File: src/rtl/regfile_write_port.sv
`default_nettype none
// ============================================================================
// Module   : regfile_write_port
// Brief    : Eight-entry register file write port. Each accepted write commits
//            one cycle later. A clear request sweeps every register to zero,
//            one register per cycle. Optional macro REGFILE_R0_ZERO_EN
//            hardwires R0 to zero.
// Revision : 1.0  initial release
// ============================================================================
module regfile_write_port #(
    parameter int DATA_W = 16,
    parameter int NREG   = 8
) (
    input  logic              clk,
    input  logic              rst_n,
    input  logic              wr_valid,
    output logic              wr_ready,
    input  logic [2:0]        wr_addr,
    input  logic [DATA_W-1:0] wr_data,
    input  logic              clr_req,
    output logic              busy,
    output logic [DATA_W-1:0] r0,
    output logic [DATA_W-1:0] r1,
    output logic [DATA_W-1:0] r2,
    output logic [DATA_W-1:0] r3,
    output logic [DATA_W-1:0] r4,
    output logic [DATA_W-1:0] r5,
    output logic [DATA_W-1:0] r6,
    output logic [DATA_W-1:0] r7,
    output logic [7:0]        wr_count
);

`ifdef REGFILE_R0_ZERO_EN
    localparam bit c_r0_zero = 1'b1;
`else
    localparam bit c_r0_zero = 1'b0;
`endif

    typedef enum logic [1:0] {
        S_IDLE   = 2'd0,
        S_COMMIT = 2'd1,
        S_CLEAR  = 2'd2
    } state_t;

    state_t              r_state;
    state_t              w_state_nxt;
    logic [2:0]          r_hold_addr;
    logic [DATA_W-1:0]   r_hold_data;
    logic [2:0]          r_idx;
    logic [7:0]          r_wr_count;
    logic                w_accept;
    logic                w_clr_start;
    logic                w_commit;
    logic                w_sweep;
    logic [DATA_W-1:0]   w_regs [NREG];

    always_ff @(posedge clk or negedge rst_n) begin
        if (!rst_n) begin
            r_state <= S_IDLE;
        end else begin
            r_state <= w_state_nxt;
        end
    end

    // clr_req wins over a simultaneous write; the write stays pending upstream
    always_comb begin
        w_state_nxt = r_state;
        w_accept    = 1'b0;
        w_clr_start = 1'b0;
        w_commit    = 1'b0;
        w_sweep     = 1'b0;
        wr_ready    = 1'b0;
        busy        = 1'b1;
        case (r_state)
            S_IDLE: begin
                wr_ready = 1'b1;
                busy     = 1'b0;
                if (clr_req) begin
                    w_clr_start = 1'b1;
                    w_state_nxt = S_CLEAR;
                end else if (wr_valid) begin
                    w_accept    = 1'b1;
                    w_state_nxt = S_COMMIT;
                end
            end
            S_COMMIT: begin
                w_commit    = 1'b1;
                w_state_nxt = S_IDLE;
            end
            S_CLEAR: begin
                w_sweep = 1'b1;
                if (r_idx == 3'd7) begin
                    w_state_nxt = S_IDLE;
                end
            end
            default: begin
                w_state_nxt = S_IDLE;
            end
        endcase
    end

    always_ff @(posedge clk or negedge rst_n) begin
        if (!rst_n) begin
            r_hold_addr <= 3'd0;
            r_hold_data <= '0;
        end else if (w_accept) begin
            r_hold_addr <= wr_addr;
            r_hold_data <= wr_data;
        end
    end

    // Sweep index wraps 7 -> 0 naturally on the final clear cycle
    always_ff @(posedge clk or negedge rst_n) begin
        if (!rst_n) begin
            r_idx <= 3'd0;
        end else if (w_clr_start) begin
            r_idx <= 3'd0;
        end else if (w_sweep) begin
            r_idx <= r_idx + 3'd1;
        end
    end

    always_ff @(posedge clk or negedge rst_n) begin
        if (!rst_n) begin
            r_wr_count <= 8'd0;
        end else if (w_commit) begin
            r_wr_count <= r_wr_count + 8'd1;
        end
    end

    for (genvar i = 0; i < NREG; i++) begin : g_reg
        localparam logic [2:0] c_idx = 3'(i);
        if (c_r0_zero && (i == 0)) begin : g_zero
            assign w_regs[i] = '0;
        end else begin : g_ff
            logic [DATA_W-1:0] r_q;
            always_ff @(posedge clk or negedge rst_n) begin
                if (!rst_n) begin
                    r_q <= '0;
                end else if (w_commit && (r_hold_addr == c_idx)) begin
                    r_q <= r_hold_data;
                end else if (w_sweep && (r_idx == c_idx)) begin
                    r_q <= '0;
                end
            end
            assign w_regs[i] = r_q;
        end
    end

    assign r0       = w_regs[0];
    assign r1       = w_regs[1];
    assign r2       = w_regs[2];
    assign r3       = w_regs[3];
    assign r4       = w_regs[4];
    assign r5       = w_regs[5];
    assign r6       = w_regs[6];
    assign r7       = w_regs[7];
    assign wr_count = r_wr_count;

`ifndef SYNTHESIS
    a_ready_busy: assert property (@(posedge clk) disable iff (!rst_n) wr_ready != busy);
    a_state_legal: assert property (@(posedge clk) disable iff (!rst_n)
        (r_state == S_IDLE) || (r_state == S_COMMIT) || (r_state == S_CLEAR));
`endif

endmodule
`default_nettype wire

File: config.mk
export PLATFORM = sky130hd
export DESIGN_NAME = regfile_write_port
export DESIGN_NICKNAME = d
export VERILOG_FILES = /design/src/rtl/regfile_write_port.sv
export SDC_FILE = /design/constraint.sdc
export NUM_CORES = 1
export LEC_CHECK = 0
export ABC_AREA = 1
export CAP_MARGIN = 5
export CORE_UTILIZATION = 44
export CTS_BUF_LIST = sky130_fd_sc_hd__clkbuf_8
export DETAILED_ROUTE_END_ITERATION = 8
export HOLD_SLACK_MARGIN = 0.1
export PLACE_DENSITY_LB_ADDON = 0.25
export SLEW_MARGIN = 20
export SYNTH_ARGS = -nofsm -noshare
export SYNTH_HDL_FRONTEND = slang
export SYNTH_SLANG_ARGS = --single-unit
File: constraint.sdc
create_clock -name clk -period 1.8 [get_ports clk]
set_input_delay 0.18 -clock clk [delete_from_list [all_inputs] [get_ports clk]]
set_output_delay 0.18 -clock clk [all_outputs]
set_load 0.005 [all_outputs]
==> results of run 1 <==
state kept, by name, summed over array words and instances, names as in the netlist:
signal / flops
r4: 16
r_hold_data: 16
wr_count: 8
r7: 16
r5: 16
r6: 16
r2: 16
r3: 16
r0: 16
r_state: 2
r_hold_addr: 3
r1: 16
r_idx: 3
critical path: cells and delay by family (launching register included):
| family | cells | cell delay [ns] |
|---|---|---|
| flip-flops | 1 | 0.46 |
| AND/OR/NAND/NOR | 1 | 0.14 |
| buffers and inverters | 1 | 0.52 |
cell usage in the layout (no fill, tap or decap), drive strengths merged, types with 7 or more instances in the layout:
master | synthesis | layout
nand3 | 139 | 139
ha | 7 | 7
buf | 35 | 8
nor2 | 12 | 12
nand2 | 52 | 52
dfrtp | 160 | 160
inv | 35 | 42
o21ai | 150 | 150
clkdlybuf4s50 | 0 | 159
clkbuf | 2 | 20
power by group through the flow:
stage	Clock [W]	Combinational, W	Sequential, W
4_1_cts	0.00285	0.00415	0.00507
6_report	0.00282	0.00412	0.00508
5_1_grt	0.00300	0.00447	0.00517
3_5_place_dp	0	0.00413	0.00512
2_1_floorplan	0	0.00177	0.00505
3_3_place_gp	0	0.00399	0.00510
kinds of logic (layout without fill, tap and decap cells):
group           Yosys count  count (layout)  share of synthesized area (%)
compound gates          151             151                           12.5
xor+xnor                  4               4                          0.546
fa+ha+maj                 7               7                           1.36
buf+inv                  72             235                           6.73
flops                   160             160                           62.4
simple gates            204             204                           16.5
through the flow:
stage	power [W]	area (µm²)
2_1_floorplan	0.00682	6420
6_report	0.0120	8480
3_5_place_dp	0.00925	8030
5_1_grt	0.0126	8480
3_3_place_gp	0.00909	8030
4_1_cts	0.0121	8470
per-layer routing:
layer / global-route usage, % / wire, µm / part of all wire, % / vias to the layer above
met5: 0 / 0 / 0 / -
li1: - / - / - / 2353
met4: 7.16 / 206 / 1.1 / 0
met2: 37.3 / 8270 / 45 / 206
met1: 37.8 / 8450 / 46 / 2561
met3: 4.83 / 1300 / 7.1 / 18
worst max path at each step:
stage	start	to	slack, ns	cells after the start
6_report	r_state[0]	wr_ready	0.06	2
3_5_place_dp	r_state[0]	r5[12]	0.14	4
4_1_cts	r_state[0]	wr_ready	0.006	2
5_1_grt	r_state[0]	wr_ready	0.001	2
3_3_place_gp	r_state[0]	r5[6]	0.20	4
2_1_floorplan	r_state[0]	r5[5]	0.48	6
cells in the mapped netlist, types with 3 or more instances:
| library cell | n |
|---|---|
| inv_2 | 4 |
| buf_4 | 14 |
| o21ai_1 | 96 |
| dfrtp_1 | 160 |
| o21ai_2 | 12 |
| nand2_2 | 8 |
| inv_1 | 31 |
| buf_6 | 13 |
| nand2_4 | 3 |
| nand2_1 | 41 |
| ha_1 | 7 |
| nor2_4 | 3 |
| nand3_1 | 133 |
| nand3_2 | 4 |
| buf_2 | 8 |
| o21ai_0 | 42 |
| nor2_1 | 8 |
timing repair:
item | 4_1_cts | 5_1_grt
endpoints found under the hold margin | 154 | 0
endpoints found under the setup margin | 2 | 2
resized for setup | 2 | 0
pin swaps | 0 | 0
buffers inserted | 0 | 1
hold buffers | 1 | 0
cell type report:
cell class                      instances  share of cell area [%]
Timing Repair Buffer                  168                    20.1
Tap cell                              180                    2.66
Inverter                               35                    1.55
Clock inverter                         12                    1.79
Sequential cell                       160                    47.2
Clock buffer                           20                    3.25
Multi-Input combinational cell        366                    23.4
==> impl_metrics.toml, run 1 <==
[placed_design]
gp_congestion = 0.783
dp_hpwl_um = 11900
dpl_worst_slack_ns = 0.137
portBuffers = 160
place_inst = 907

[floorplan]
coreArea_um2 = 14000
start_util_pct = 45.7
rows = 43
die_width_um = 123
io_pins = 161
die_h_um = 123
dieArea_um2 = 15100

[power_and_ir_drop]
pwr-share-seq_pct = 42.3
ir_drop_mv = 0.501
p_leak_nw = 3.75
pwr-share-comb_pct = 34.3
power.density_nw_per_um2 = 1420
p_sw_share_pct = 34.8
power.switching_w = 0.00418
p_int_w = 0.00784
p_clk_share_pct = 23.4

[worst_setup_path]
worstRegToRegCells = 6
end_kind = "output pin"
cpPeakStageDelay_ns = 0.52
crit_fanout = 4
reg2reg_to = "r0[2]"
r2r-start = "r_state[0]"
cp.arrival_ns = 1.56
worst_setup_path_start_kind = "flip-flop"
path_class = "reg -> out"
crit_path_cell_trace = "nor2_4 -> clkdlybuf4s50_1"
cp.required_ns = 1.62
cp_slowest_cell = "clkdlybuf4s50_1"
r2r_slack_ns = 0.14

[route]
ant_nets = 0
drt_wl_total_um = 18200
drc = 0
vias = 5138
detail_route.wl_per_cell_um = 19.4
drt_iter0_drc = 512
dr.pass1.iters = 5
viasPerCell = 5.46

[clock_tree]
cts-buffers-inserted = 17
cts_root_buffer = "clkbuf_8"
clk_pin_slew_worst_paths_ns = 0.08
cts_tree = "done"
htree_levels = 4
clockBufferDepth = 2
clock_sinks = 160
insertion_delay_ns = 0.45

[synthesis]
synthDistinctLibCells = 25
synth_edf_count = 0
synth_warnings = 0
synth-seq-cells = 160
yosysTopAreaCell = "dfrtp_1"
async_flop_share_pct = 100
synth_area_um2 = 6420
syn_nets = 628
syn_area_per_cell_um2 = 10.7
synthFlopType = "dfrtp_1"
seq_area_frac_synth_pct = 62.4
synthCells = 598
synthTopCellsByArea = "dfrtp_1, nand3_1, o21ai_1"
yosys.area.top_type_share_pct = 62.4

[run]
maxCapViolations = 0

[sta]
skew_ns = 0.0120
holdWs_ns = 0.229
fin_ws_ns = 0.0625
hold_viol = 0
fin_crit_ns = 1.74
setup_tns_ns = 0
worst_pin_slew_ns = 0.629
post-route-period-util_pct = 96.5
fmax_mhz = 576
finalMaxSlewViolations = 0
rsz0062_at_grt = "false"
setup_violations = 0
maxSlewHeadroom_pct = 57.9

[layout]
final_util_pct = 60.4
n_antenna_cell = 0
regArea_um2 = 4010
drive_gt1_share_pct = 9.33
multiInputGateArea_um2 = 1990
nNetsFinal = 778
nFillCells = 1133
area_growth_pct = 32.1
final_cells = 941

[run_status]
outcome = "finished clean"

[global_routing]
grt-ovfl-total = 0
grt_pass1_vias = 4840
grt_max_degree = 59
gr-usage-all-layers_pct = 25.3
grt_pass1_wl_um = 27400
antenna_found_initial = 0

[worst_hold_path]
hp-class = "in -> async"
No activity file was read; power rests on OpenSTA's default activity.
==> run 2: changes to the inputs <==
--- a/config.mk
+++ b/config.mk
@@ -6,7 +6,8 @@
 export NUM_CORES = 1
 export LEC_CHECK = 0
 export ABC_AREA = 1
-export CAP_MARGIN = 5
+export CAP_MARGIN = 20
+export CORE_MARGIN = 8
 export CORE_UTILIZATION = 44
 export CTS_BUF_LIST = sky130_fd_sc_hd__clkbuf_8
 export DETAILED_ROUTE_END_ITERATION = 8
==> run 2 against run 1 <==
Compared with the run above:
- via count down 0.62%
- global-route usage down 4.6 points
- cell count grew 0.21%
- core utilization is 1.4 points lower
- critical path depth up 1
- combinational power barely moved
- sequential share of layout area about the same
- wire length up 4.3%
==> impl_metrics.toml, run 2 (synthesized netlist as in run 1, its figures left out) <==
[route]
ant_nets = 0
vias = 5106
drt_wl_total_um = 19000
viasPerCell = 5.41
detail_route.wl_per_cell_um = 20.2
dr.pass1.iters = 5
drt_iter0_drc = 400
drc = 0

[layout]
multiInputGateArea_um2 = 1990
final_cell_mix = "dfrtp_1, clkdlybuf4s50_1, nand3_1"
area_growth_pct = 32.1
final_common_cell = "dfrtp_1"
nNetsFinal = 778
n_antenna_cell = 0
final_cells = 943
drive_gt1_share_pct = 9.88
regArea_um2 = 4010
nFillCells = 1175

[clock_tree]
cts_tree = "done"
cts-buffers-inserted = 17
clockBufferDepth = 2
clock_sinks = 160
insertion_delay_ns = 0.43
clk_pin_slew_worst_paths_ns = 0.08
htree_levels = 4
cts_root_buffer = "clkbuf_8"

[sta]
fin_crit_ns = 1.71
skew_ns = 0.0138
setup_violations = 0
holdWs_ns = 0.269
worst_pin_slew_ns = 0.616
maxSlewHeadroom_pct = 58.8
rsz0062_at_grt = "false"
finalMaxSlewViolations = 0
hold_viol = 0
fmax_mhz = 583
setup_tns_ns = 0
post-route-period-util_pct = 95.3

[placed_design]
place_inst = 911
dp_hpwl_um = 12800
gp_congestion = 0.797
portBuffers = 160

[worst_setup_path]
cp-startpoint = "r_state[0]"
cp.required_ns = 1.62
worst_setup_path_start_kind = "flip-flop"
cp.arrival_ns = 1.53
end_kind = "output pin"
crit_fanout = 4
path_class = "reg -> out"
r2r-start = "r_state[0]"

[power_and_ir_drop]
pwr-share-comb_pct = 34.6
p_clk_share_pct = 22.8
power.density_nw_per_um2 = 1410
p_sw_share_pct = 35.6
p_leak_nw = 3.74
p_int_w = 0.00768
power.switching_w = 0.00425
ir_drop_mv = 0.571
pwr-share-seq_pct = 42.6

[floorplan]
io_pins = 161
dieArea_um2 = 18700
die_width_um = 137
coreArea_um2 = 14400
rows = 44
start_util_pct = 44.7
die_h_um = 137

[global_routing]
antenna_found_initial = 0
grt_pass1_vias = 4807
grt-ovfl-total = 0
grt_max_degree = 56
grt_pass1_wl_um = 28800
gr-usage-all-layers_pct = 20.7

[run]
maxCapViolations = 0

[run_status]
outcome = "finished clean"

[worst_hold_path]
hp-class = "in -> async"
## run 2: changes by cell type in the layout (fill, tap and decap cells not counted), moves of 2 or more
cell	before	now
clkinv_2	1	3
clkinv_4	0	2
clkinvlp_4	0	2
inv_1	38	32
## run 2: worst paths after layout
path | to | slack, ns | cells past startpoint
max | busy | 0.09 | 3
min | r3[13] | 0.27 | 2
max reg2reg | r0[3] | 0.17 | 6
max in group asynchronous | r1[4] | 0.87 | 3
min reg2reg | wr_count[4] | 0.51 | 1
min in group clk | r_hold_data[11] | 0.31 | 3
## run 2: stage by stage
step | util (%) | total power [W] | worst slack, ns | cell area, µm²
2_1_floorplan | - | 0.00682 | 0.476 | 6420
3_3_place_gp | 55.9 | 0.00914 | 0.272 | 8030
3_5_place_dp | 55.9 | 0.00927 | 0.201 | 8030
4_1_cts | 58.8 | 0.0120 | 0.00895 | 8450
5_1_grt | 59.0 | 0.0126 | 0.00672 | 8480
6_report | 59.0 | 0.0119 | 0.0852 | 8480
## run 2: worst max-delay path, cell delays in order (launching register included)
cell             delay [ns]
dfrtp_2                0.47
nor2_4                 0.14
inv_1                  0.05
clkdlybuf4s50_1        0.44
## run 2: per-layer routing
layer  up-vias  GRT usage, %  share of wire, %
li1       2362             -                 -
met1      2517          29.3                45
met2       213          30.5                45
met3        14          6.09               9.0
met4         0          4.94              0.89
met5         -             0                 0
## run 2: layout make-up
cell class                 instances  share of cell area [%]
clock buffer                      19                    3.08
clock inverter                    11                    1.67
inverter                          35                    1.55
multi-input combinational        366                    23.5
sequential                       160                    47.2
tap                              184                    2.72
timing repair buffer             168                    20.3
## run 2: what timing repair did
item                                    4_1_cts  5_1_grt
gates resized for setup                       2        2
hold buffers                                  1        0
cloned                                        0        0
endpoints found under the setup margin        2        3
setup buffers                                 0        1
endpoints found under the hold margin        51        0
## run 2: power by group through the flow
stage | Sequential [W] | Clock, W | Combinational (W)
final | 0.00508 | 0.00272 | 0.00413
after detailed placement | 0.00513 | 0 | 0.00414
after global routing | 0.00519 | 0.00291 | 0.00450
after global placement | 0.00510 | 0 | 0.00403
after floorplan | 0.00505 | 0 | 0.00177
after CTS | 0.00508 | 0.00275 | 0.00417
==> run 3: changes to the inputs <==
--- a/config.mk
+++ b/config.mk
@@ -6,10 +6,10 @@
 export NUM_CORES = 1
 export LEC_CHECK = 0
 export ABC_AREA = 1
-export CAP_MARGIN = 20
 export CORE_MARGIN = 8
 export CORE_UTILIZATION = 44
 export CTS_BUF_LIST = sky130_fd_sc_hd__clkbuf_8
+export CTS_CLUSTER_SIZE = 20
 export DETAILED_ROUTE_END_ITERATION = 8
 export HOLD_SLACK_MARGIN = 0.1
 export PLACE_DENSITY_LB_ADDON = 0.25
==> results of run 3 <==
Final layout, timing and power as in run 2 (identical DEF).
